**src/rtl/collector_arbiter.sv**
```systemverilog
// collector_arbiter: round-robin arbiter that funnels numPorts sources into one collector channel.
// Define ARB_STATS_EN to add per-source saturating grant counters readable via StatSel/StatCount.
module collector_arbiter #(
    parameter int numPorts  = 4,
    parameter int idxWidth  = 2,
    parameter int dataWidth = 32
) (
    input  logic                          clk,
    input  logic                          reset,
    input  logic [numPorts*dataWidth-1:0] PacketIn,
    input  logic [numPorts-1:0]           ReqUpStr,
    output logic [numPorts-1:0]           GntUpStr,
    output logic [numPorts-1:0]           UpStrFull,
    output logic [dataWidth-1:0]          PacketOut,
    output logic                          ReqDnStr,
    input  logic                          GntDnStr,
    input  logic                          DnStrFull
`ifdef ARB_STATS_EN
    ,
    input  logic [idxWidth-1:0]           StatSel,
    output logic [15:0]                   StatCount
`endif
);
    typedef enum logic [1:0] {IDLE, WAIT_GNT, GRANT, HOLD} state_t;

    state_t               state_q, state_d;
    logic [idxWidth-1:0]  rr_ptr_q, rr_ptr_d, winner_q, winner_d, pick, idx;
    logic [dataWidth-1:0] packet_q, packet_d;
    logic [numPorts-1:0]  gnt_q, gnt_d, full_q;
    logic                 req_q, req_d;

    // Scan downward so the requester closest to rr_ptr_q is the last (winning) assignment.
    always_comb begin
        pick = rr_ptr_q;
        idx  = '0;
        for (int k = numPorts - 1; k >= 0; k--) begin
            idx = idxWidth'((int'(rr_ptr_q) + k) % numPorts);
            if (ReqUpStr[idx]) pick = idx;
        end
    end

    always_comb begin
        state_d  = state_q;
        rr_ptr_d = rr_ptr_q;
        winner_d = winner_q;
        packet_d = packet_q;
        req_d    = req_q;
        gnt_d    = '0;
        case (state_q)
            IDLE: if (|ReqUpStr && !DnStrFull) begin
                winner_d = pick;
                packet_d = PacketIn[pick*dataWidth +: dataWidth];
                req_d    = 1'b1;
                state_d  = WAIT_GNT;
            end
            WAIT_GNT: if (GntDnStr) begin
                req_d    = 1'b0;
                gnt_d    = {{(numPorts-1){1'b0}}, 1'b1} << winner_q;
                rr_ptr_d = (int'(winner_q) == numPorts - 1) ? '0 : winner_q + 1'b1;
                state_d  = GRANT;
            end
            GRANT:   state_d = HOLD;
            default: state_d = IDLE;
        endcase
    end

    always_ff @(posedge clk or negedge reset) begin
        if (!reset) begin
            state_q  <= IDLE;
            rr_ptr_q <= '0;
            winner_q <= '0;
            packet_q <= '0;
            req_q    <= 1'b0;
            gnt_q    <= '0;
            full_q   <= '1;
        end else begin
            state_q  <= state_d;
            rr_ptr_q <= rr_ptr_d;
            winner_q <= winner_d;
            packet_q <= packet_d;
            req_q    <= req_d;
            gnt_q    <= gnt_d;
            full_q   <= {numPorts{DnStrFull}};
        end
    end

    assign GntUpStr  = gnt_q;
    assign UpStrFull = full_q;
    assign PacketOut = packet_q;
    assign ReqDnStr  = req_q;

`ifdef ARB_STATS_EN
    logic [15:0] cnt_q [numPorts];
    logic [15:0] cnt_d [numPorts];
    logic [15:0] stat_q, stat_d;

    always_comb begin
        for (int i = 0; i < numPorts; i++)
            cnt_d[i] = (state_q == WAIT_GNT && GntDnStr && int'(winner_q) == i && cnt_q[i] != 16'hFFFF)
                       ? cnt_q[i] + 16'd1 : cnt_q[i];
        stat_d = (int'(StatSel) < numPorts) ? cnt_q[StatSel] : '0;
    end

    always_ff @(posedge clk or negedge reset) begin
        if (!reset) begin
            for (int i = 0; i < numPorts; i++) cnt_q[i] <= '0;
            stat_q <= '0;
        end else begin
            for (int i = 0; i < numPorts; i++) cnt_q[i] <= cnt_d[i];
            stat_q <= stat_d;
        end
    end

    assign StatCount = stat_q;
`endif
endmodule
```
**config.mk**
```make
export PLATFORM = sky130hd
export DESIGN_NAME = collector_arbiter
export DESIGN_NICKNAME = d
export VERILOG_FILES = /design/src/rtl/collector_arbiter.sv
export SDC_FILE = /design/constraint.sdc
export NUM_CORES = 1
export LEC_CHECK = 0
export ABC_AREA = 1
export CORE_ASPECT_RATIO = 0.8
export CORE_UTILIZATION = 35
export DETAILED_ROUTE_END_ITERATION = 10
export PLACE_DENSITY = 0.87
export SLEW_MARGIN = 20
export SYNTH_ARGS = -nofsm -noshare
export SYNTH_HDL_FRONTEND = slang
export SYNTH_SLANG_ARGS = --single-unit
```
**constraint.sdc**
```tcl
create_clock -name clk -period 1.65 [get_ports clk]
set_input_delay 0.33 -clock clk [delete_from_list [all_inputs] [get_ports clk]]
set_output_delay 0.33 -clock clk [all_outputs]
set_load 0.05 [all_outputs]
```
==> summary by stage, run 1 <==
STA
The maximum clock frequency is 520 MHz. Setup repair after global routing could not meet its margin everywhere. The number of hold violations in the final report is 0. In the post-route analysis, the smallest setup slack over all paths is -0.272 ns. The final number of max-transition violations is 0. Clock skew on the completed layout was measured at 0.0103 ns. The accumulated negative setup slack is -7.66 ns. The final setup violation count is 34. The final clock period utilization by the worst path is 116%. The smallest clock period supported by the final layout is computed as 1.92 ns. At the pin with the least slew margin, the transition time is 0.313 ns. The worst pin sits at a relative slew slack of 79.2%.

Worst setup path
The critical path starts at ReqUpStr[0]. Traced cell by cell, the critical path runs through clkdlybuf4s50_1 -> nand2_1 -> o21ai_2 -> nand2_1 -> nand2_1 -> inv_2 -> nand2_4 -> nand2_4 -> nand2_8 -> nand2_8 -> clkbuf_16 -> nand2_1 -> nand3_1 -> nand3_1 -> nand2_1. The worst-case reg-to-reg path depth is 15. The data required time of the critical path is 1.84 ns. The worst setup path is of the in2reg kind. The register-to-register setup slack is -0.26 ns.

The slowest stage of the critical path belongs to the cell clkdlybuf4s50_1. STA classifies the critical path endpoint as a flop. In this run the worst path has a maximum fanout of 12. For this run, the slowest stage of the critical path takes 0.52 ns. By instance count, the cell type seen most on the critical path is nand2_1. The arrival time of the worst setup path is 2.11 ns. The startpoint identified for the worst register-to-register timing path is rr_ptr_q[0]$_DFFE_PN0P_. The worst register-to-register path ends at PacketOut[12]$_DFFE_PN0P_. The sort of element at the start of the critical path is an input pin.

Yosys
The post-synthesis net count is 613. Averaged over all synthesized cells, the footprint is 6.68 um2. The library cell with the largest summed area after synthesis is dfrtp_1. The total number of yosys warnings is 0. Yosys instantiated no cell more often than nand2_1. The number of flip-flops and latches in the synthesized netlist is 44.

Summing every instance area after synthesis gives 3130 um2. The main flop type after synthesis is dfrtp_1. The commonest cells after synthesis are nand2_1 (166), nand3_1 (165), dfrtp_1 (43), inv_1 (20), buf_2 (13). For this run, asynchronously set or reset flops after synthesis account for 100%. Sorting the synthesized cells by area gives the leading types as dfrtp_1 (34%), nand3_1 (26%), nand2_1 (20%).

After synthesis, flip-flops and latches occupy 35.2% of the total area. The number of different library cells used by synthesis comes to 22. Counting flops with a built-in enable in the synthesized netlist gives 0. The share of Yosys cell area claimed by the top area cell type is 34.4%. The gate count of the mapped netlist is 469.

Detailed routing
The average wire length per cell after detail routing is 15.2 um. For this run, design rule violations remaining after detail routing come to 0. The count of nets left with antenna violations once routing finished came out at 0. Dividing the detail-routed via count by the number of cells gives 5.15. The detailed router finished its first iteration with 306 violations.

The first-pass iteration count of the detailed router is 5. The detailed router placed 3952 vias in this run. Wires add up to 11700 um.

Clock network
The number of clock buffers inserted by TritonCTS is 5. Clock latency on the worst-skew pair, taken at its later pin, is 0.29 ns. The clock-pin slew on the worst setup and hold paths is 0.08 ns.

The clock root buffer master is clkbuf_8. The TritonCTS sink count is 44. The number of H-tree branching levels is 2. The number of hold buffers added after cts is 0. The number of buffers between clock root and the deepest sink is 2. TritonCTS built the clock tree.

Status
The checks that failed: negative setup slack. The flow ran to the end, but the final reports show violations.

Final layout
The area overhead of the layout relative to synthesis is 79.7%. The ratio of cells with drive above 1 in the final layout is 22.3%. For this run, the share of the core covered by cells in the final layout is 65.5%.

At the end of the flow, the number of nets in the layout was 799. The final standard cell area without fillers is 5630 um2. 0 antenna diodes ended up in the layout.

Power
Across the VDD grid, the largest voltage drop is 0.00163 V. The areal power density over the cells is 2430 nW/um2. The leakage power of the design is 2.71 nW.

Floorplan
The floorplan row count is 30. The floorplan step defined a core boundary enclosing 8600 um2. The total I/O pin count is 177. The initial standard-cell utilization of the core is 36.4%.

The die covers 9330 um2. The chip width is 108 um. The die is 86.6 um tall.

Place
The number of port buffers is 176. Summing all placed instances gives a cell area of 5100 um2. The estimated wirelength of the detail-placed design is 7980 um. The post-placement worst setup slack is -0.588 ns. Routability-driven placement finished with a final weighted congestion of 0.832.

Job
Max-cap violations in this run came to 0.

Worst hold path
The path class of the lowest-slack min-delay path is in2async.

GRT
Entering global routing, the biggest net connects 35 pins. For this run the aggregate overflow at the end of global routing stands at 0. Across every metal layer, demand over resource in global routing totals 22.1%. The initial antenna violation count is 0. The global-route wire length before repair is 16600 um. The number of global-route vias before repair was 3665.
[state kept, by name (all words and copies together) (netlist names)]
register / count
state_q: 2
PacketOut: 32
winner_q: 2
GntUpStr: 4
UpStrFull: 1
ReqDnStr: 1
rr_ptr_q: 2
[metrics by stage]
stage                     cells  power (mW)  hold WS [ns]
after floorplan             469        8.11        0.0344
final                       768        13.7       0.00734
after CTS                   758        12.0       0.00745
after global routing        768        14.7        0.0192
after global placement      749        10.5         0.320
after detailed placement    749        10.9         0.332
[placed cells by master, fill, tap and decap left out, types with 2 or more instances in the layout]
| cell type | synthesis | final |
|---|---|---|
| buf_12 | 0 | 16 |
| buf_4 | 10 | 54 |
| buf_6 | 8 | 5 |
| clkbuf_16 | 0 | 6 |
| clkbuf_8 | 0 | 5 |
| clkdlybuf4s50_1 | 0 | 132 |
| dfrtp_1 | 43 | 41 |
| dfrtp_2 | 0 | 2 |
| ha_1 | 8 | 8 |
| inv_1 | 20 | 20 |
| inv_2 | 3 | 3 |
| nand2_1 | 166 | 139 |
| nand2_2 | 2 | 24 |
| nand2_4 | 0 | 3 |
| nand2_8 | 0 | 2 |
| nand3_1 | 165 | 149 |
| nand3_2 | 1 | 16 |
| nor2_1 | 9 | 8 |
| o21ai_0 | 7 | 6 |
[what timing repair did]
item                       4_1_cts  5_1_grt
pin swaps                        2       11
setup endpoints to repair       34       36
setup buffers                    0        4
gates cloned                     1        6
gates resized for setup         19       44
[critical path: cells and delay by family]
family	cells	cell delay [ns]
and+or+nand+nor	11	0.92
buffers and inverters	3	0.77
AOI/OAI and AO/OA	1	0.09
[layer usage]
layer / track usage [%] / vias to the layer above / part of all wire [%] / wire length [um]
met4: 4.73 / 0 / 1.5 / 170
met2: 41.0 / 202 / 49 / 5690
li1: - / 1910 / - / -
met3: 3.98 / 20 / 8.4 / 979
met1: 26.6 / 1820 / 41 / 4810
met5: 0 / - / 0 / 0
[worst max-delay path by stage]
stage                                            to  depth (start not counted)
after floorplan            PacketOut[0]$_DFFE_PN0P_                         17
after global placement     PacketOut[6]$_DFFE_PN0P_                         15
after detailed placement   PacketOut[6]$_DFFE_PN0P_                         15
after CTS                  PacketOut[4]$_DFFE_PN0P_                         15
after global routing       PacketOut[6]$_DFFE_PN0P_                         15
final                     PacketOut[12]$_DFFE_PN0P_                         15
[area by class of cell]
type	instances	area, um2
Clock inverter	3	42.5
Clock buffer	5	68.8
Fill cell	687	2970
Timing Repair Buffer	216	2280
Inverter	25	98.8
Multi-Input combinational cell	363	1890
Sequential cell	44	1100
Tap cell	112	140
[power breakdown]
part | internal, mW | total (mW) | switching (mW)
Combinational | 4.53 | 10.9 | 6.39
Clock | 0.449 | 0.830 | 0.382
Sequential | 1.58 | 1.95 | 0.366
[cells by family after synthesis]
| family | Yosys count | share of synthesized area, % |
|---|---|---|
| simple gates | 343 | 48.1 |
| buf+inv | 62 | 11.1 |
| flops | 44 | 35.2 |
| compound gates | 12 | 2.40 |
| fa+ha+maj | 8 | 3.20 |
Note: power is estimated with default switching activity, not from simulation.
==> run 2: changes to the inputs <==
CAP_MARGIN = 25   (was not set)
==> results of run 2 <==
No change in the layout: final DEF, timing and power equal those of run 1.
==> run 3: changes to the inputs <==
SKIP_LAST_GASP = 1   (was not set)
==> run 3 against run 2 <==
The flow still finishes with violations (negative setup slack). Non-clock buffer count grew 2. Die area unchanged. Clock power decreased by 0.6%. Sequential share of layout area is essentially flat. Core utilization up 0.12 points. First-iteration DRC count down 9.8%. Setup slack lost 0.045 ns. Combinational power is essentially flat. Global-route usage down 0.23 points. Total power is 0.83% higher. Final area rose by 0.18%. Critical endpoint is now PacketOut[6]$_DFFE_PN0P_. Largest power group unchanged.
==> summary by stage, run 3 (synthesized netlist as in run 1, its figures left out) <==
GRT
The number of global-route vias before repair is 3626 (was 3665). The overall routing resource usage came to 21.9% (was 22.1%). The pin count of the biggest net entering global routing was 35 (unchanged). The global route total overflow is 0 (unchanged). The global-route wire length before repair was 16400 um (was 16600 um). The initial antenna violation count is 0 (unchanged).

Clock network
The number of buffers between clock root and the deepest sink was 2 (unchanged). The clock tree from TritonCTS was built (unchanged). The insertion delay to the later sink of the worst-skew pair is 0.29 ns (about the same). The clock-pin slew on the worst setup and hold paths was 0.09 ns (was 0.08 ns). The number of H-tree branching levels is 2 (unchanged).

The number of clock buffers inserted by TritonCTS was 5 (unchanged). The number of hold buffers added after cts is 0 (unchanged). The TritonCTS sink count was 44 (unchanged). The clock root buffer master is clkbuf_8 (unchanged).

Worst setup path
The beginning of the worst register-to-register path is rr_ptr_q[0]$_DFFE_PN0P_ (unchanged). The first element of the critical path is rr_ptr_q[0]$_DFFE_PN0P_ (was ReqUpStr[0]). The category of the worst setup path capture point is a flop (unchanged). The largest fanout on the critical path is 7 (was 12). The sort of element at the start of the critical path is a flop (was input pin).

The data required time of the critical path was 1.83 ns (was 1.84 ns). The register-to-register setup slack is -0.32 ns (was -0.26 ns). The path type of the worst setup path is reg2reg (was in2reg). The arrival time of the worst setup path is 2.15 ns (was 2.11 ns).

Job
The max-cap violation count is 0 (unchanged).

Floorplan
The height of the die is 86.6 um (unchanged). The floorplan row count is 30 (unchanged). The area of the core is 8600 um2 (unchanged).

The initial standard-cell utilization of the core is 36.4% (unchanged). The total I/O pin count came to 177 (unchanged). The chip width came to 108 um (unchanged). The area of the die is 9330 um2 (unchanged).

STA
The worst max-slew margin expressed relative to the limit is 78.9% (was 79.2%). The number of hold violations in the final report is 0 (unchanged). RSZ-0062 raised after global routing: true (unchanged). The final setup violation count is 34 (unchanged).

The maximum clock frequency came to 508 MHz (was 520 MHz). The minimum clock period was 1.97 ns (was 1.92 ns). The worst clock skew is 0.00917 ns (was 0.0103 ns). The slew at the pin closest to its max-slew limit is 0.317 ns (was 0.313 ns). The final clock period utilization by the worst path is 119% (was 116%). The smallest setup slack after layout is -0.318 ns (was -0.272 ns). The final number of max-transition violations is 0 (unchanged).

Final layout
The final core area utilization is 65.6% (was 65.5%). The final standard cell area without fillers is 5640 um2 (was 5630 um2). The number of nets at the end of the flow is 802 (was 799). The ratio of cells with drive above 1 in the final layout is 21.2% (was 22.3%). The final antenna diode count is 0 (unchanged).

The area overhead of the layout relative to synthesis is 80.0% (was 79.7%). The flip-flop count of the largest register after layout is 32 (unchanged). The most common library cell in the layout ignoring fill and taps was nand3_1 (unchanged). Leading cell types in the layout, fill and taps excluded: nand3_1 (154), nand2_1 (143), clkdlybuf4s50_1 (130) (was nand3_1 (149), nand2_1 (139), clkdlybuf4s50_1 (132)). The number of cells in the finished layout apart from fillers was 771 (was 768).

Detailed routing
The routed wire length came to 12000 um (was 11700 um). The vias per cell is 5.17 (was 5.15). The number of DRC violations after detailed-routing iteration 0 is 276 (was 306).

The total via count after detailed routing is 3984 (was 3952). The post-detailed-route DRC marker count was 0 (unchanged). The antenna violation net count after detailed routing is 0 (unchanged). The first-pass iteration count of the detailed router was 5 (unchanged). The average wire length per cell after detail routing came to 15.6 um (was 15.2 um).

Place
The post-detailed-placement cell area is 5100 um2 (unchanged). The global placer's final weighted congestion is 0.832 (unchanged). The number of port buffers was 176 (unchanged). The estimated wirelength of the detail-placed design is 7980 um (unchanged).

The cell count after placement is 749 (unchanged).

Status
Violations in the final reports: negative setup slack (unchanged). Result of the run: finished, violations left (unchanged).

Power
The overall power after layout came to 13.8 mW (was 13.7 mW). The peak supply drop is 0.00149 V (was 0.00163 V). The areal power density over the cells was 2450 nW/um2 (was 2430 nW/um2). The leakage power of the design is 2.75 nW (was 2.71 nW).

Worst hold path
The path class of the lowest-slack min-delay path is in2async (unchanged).
## run 3: where the power goes
group          switching [mW]  internal, mW  leakage, nW
logic                    6.48          4.57         2.15
clock network           0.376         0.448       0.0541
registers               0.350          1.58        0.543
total                    7.21          6.61         2.75
## run 3: worst paths after layout
check,to,depth (start not counted)
min in group clk,PacketOut[8]$_DFFE_PN0P_,2
setup reg to reg,PacketOut[6]$_DFFE_PN0P_,13
setup / recovery,PacketOut[6]$_DFFE_PN0P_,13
hold reg to reg,PacketOut[8]$_DFFE_PN0P_,2
hold / removal,PacketOut[11]$_DFFE_PN0P_,2
max in group asynchronous,UpStrFull[0]$_DFF_PN1_,2
## run 3: cell type report
| type | count | area (um2) |
|---|---|---|
| clock buffers | 5 | 68.8 |
| clock inverters | 3 | 42.5 |
| fillers | 705 | 2960 |
| inverters | 25 | 98.8 |
| multi-input cells | 364 | 1880 |
| flip-flops and latches | 44 | 1100 |
| well taps | 112 | 140 |
| repair buffers | 218 | 2300 |
## run 3: repair_timing
action / in CTS / in global routing
endpoints found under the setup margin: 34 / 36
resized for setup: 7 / 51
pin swaps: 1 / 15
gates cloned: 1 / 8
setup buffers: 0 / 5
endpoints found under the hold margin: 0 / 0
## run 3: metal layers
layer | track usage, % | share of wire, %
met3 | 3.91 | 7.9
met4 | 3.74 | 1.4
met5 | 0 | 0
met1 | 26.6 | 41
met2 | 40.7 | 50
## run 3: worst max-delay path, stage by stage (launching register included)
cell and delay, ns:
dfrtp_2 0.49, o21ai_2 0.22, nand2_1 0.11, nand2_1 0.11
inv_2 0.06, nand2_4 0.08, nand2_4 0.07, nand2_8 0.13
nand2_8 0.10, buf_12 0.16, nand2_1 0.11, nand3_2 0.08
nand3_1 0.08, nand2_1 0.05
## run 3: through the flow
stage	setup WS [ns]	hold WS, ns	setup TNS [ns]
final	-0.318	0.0141	-8.61
after global routing	-0.453	0.0189	-12.94
after floorplan	-0.0235	0.0344	-0.553
after global placement	-0.500	0.320	-15.99
after detailed placement	-0.588	0.332	-19.10
after CTS	-0.241	0.00745	-6.64
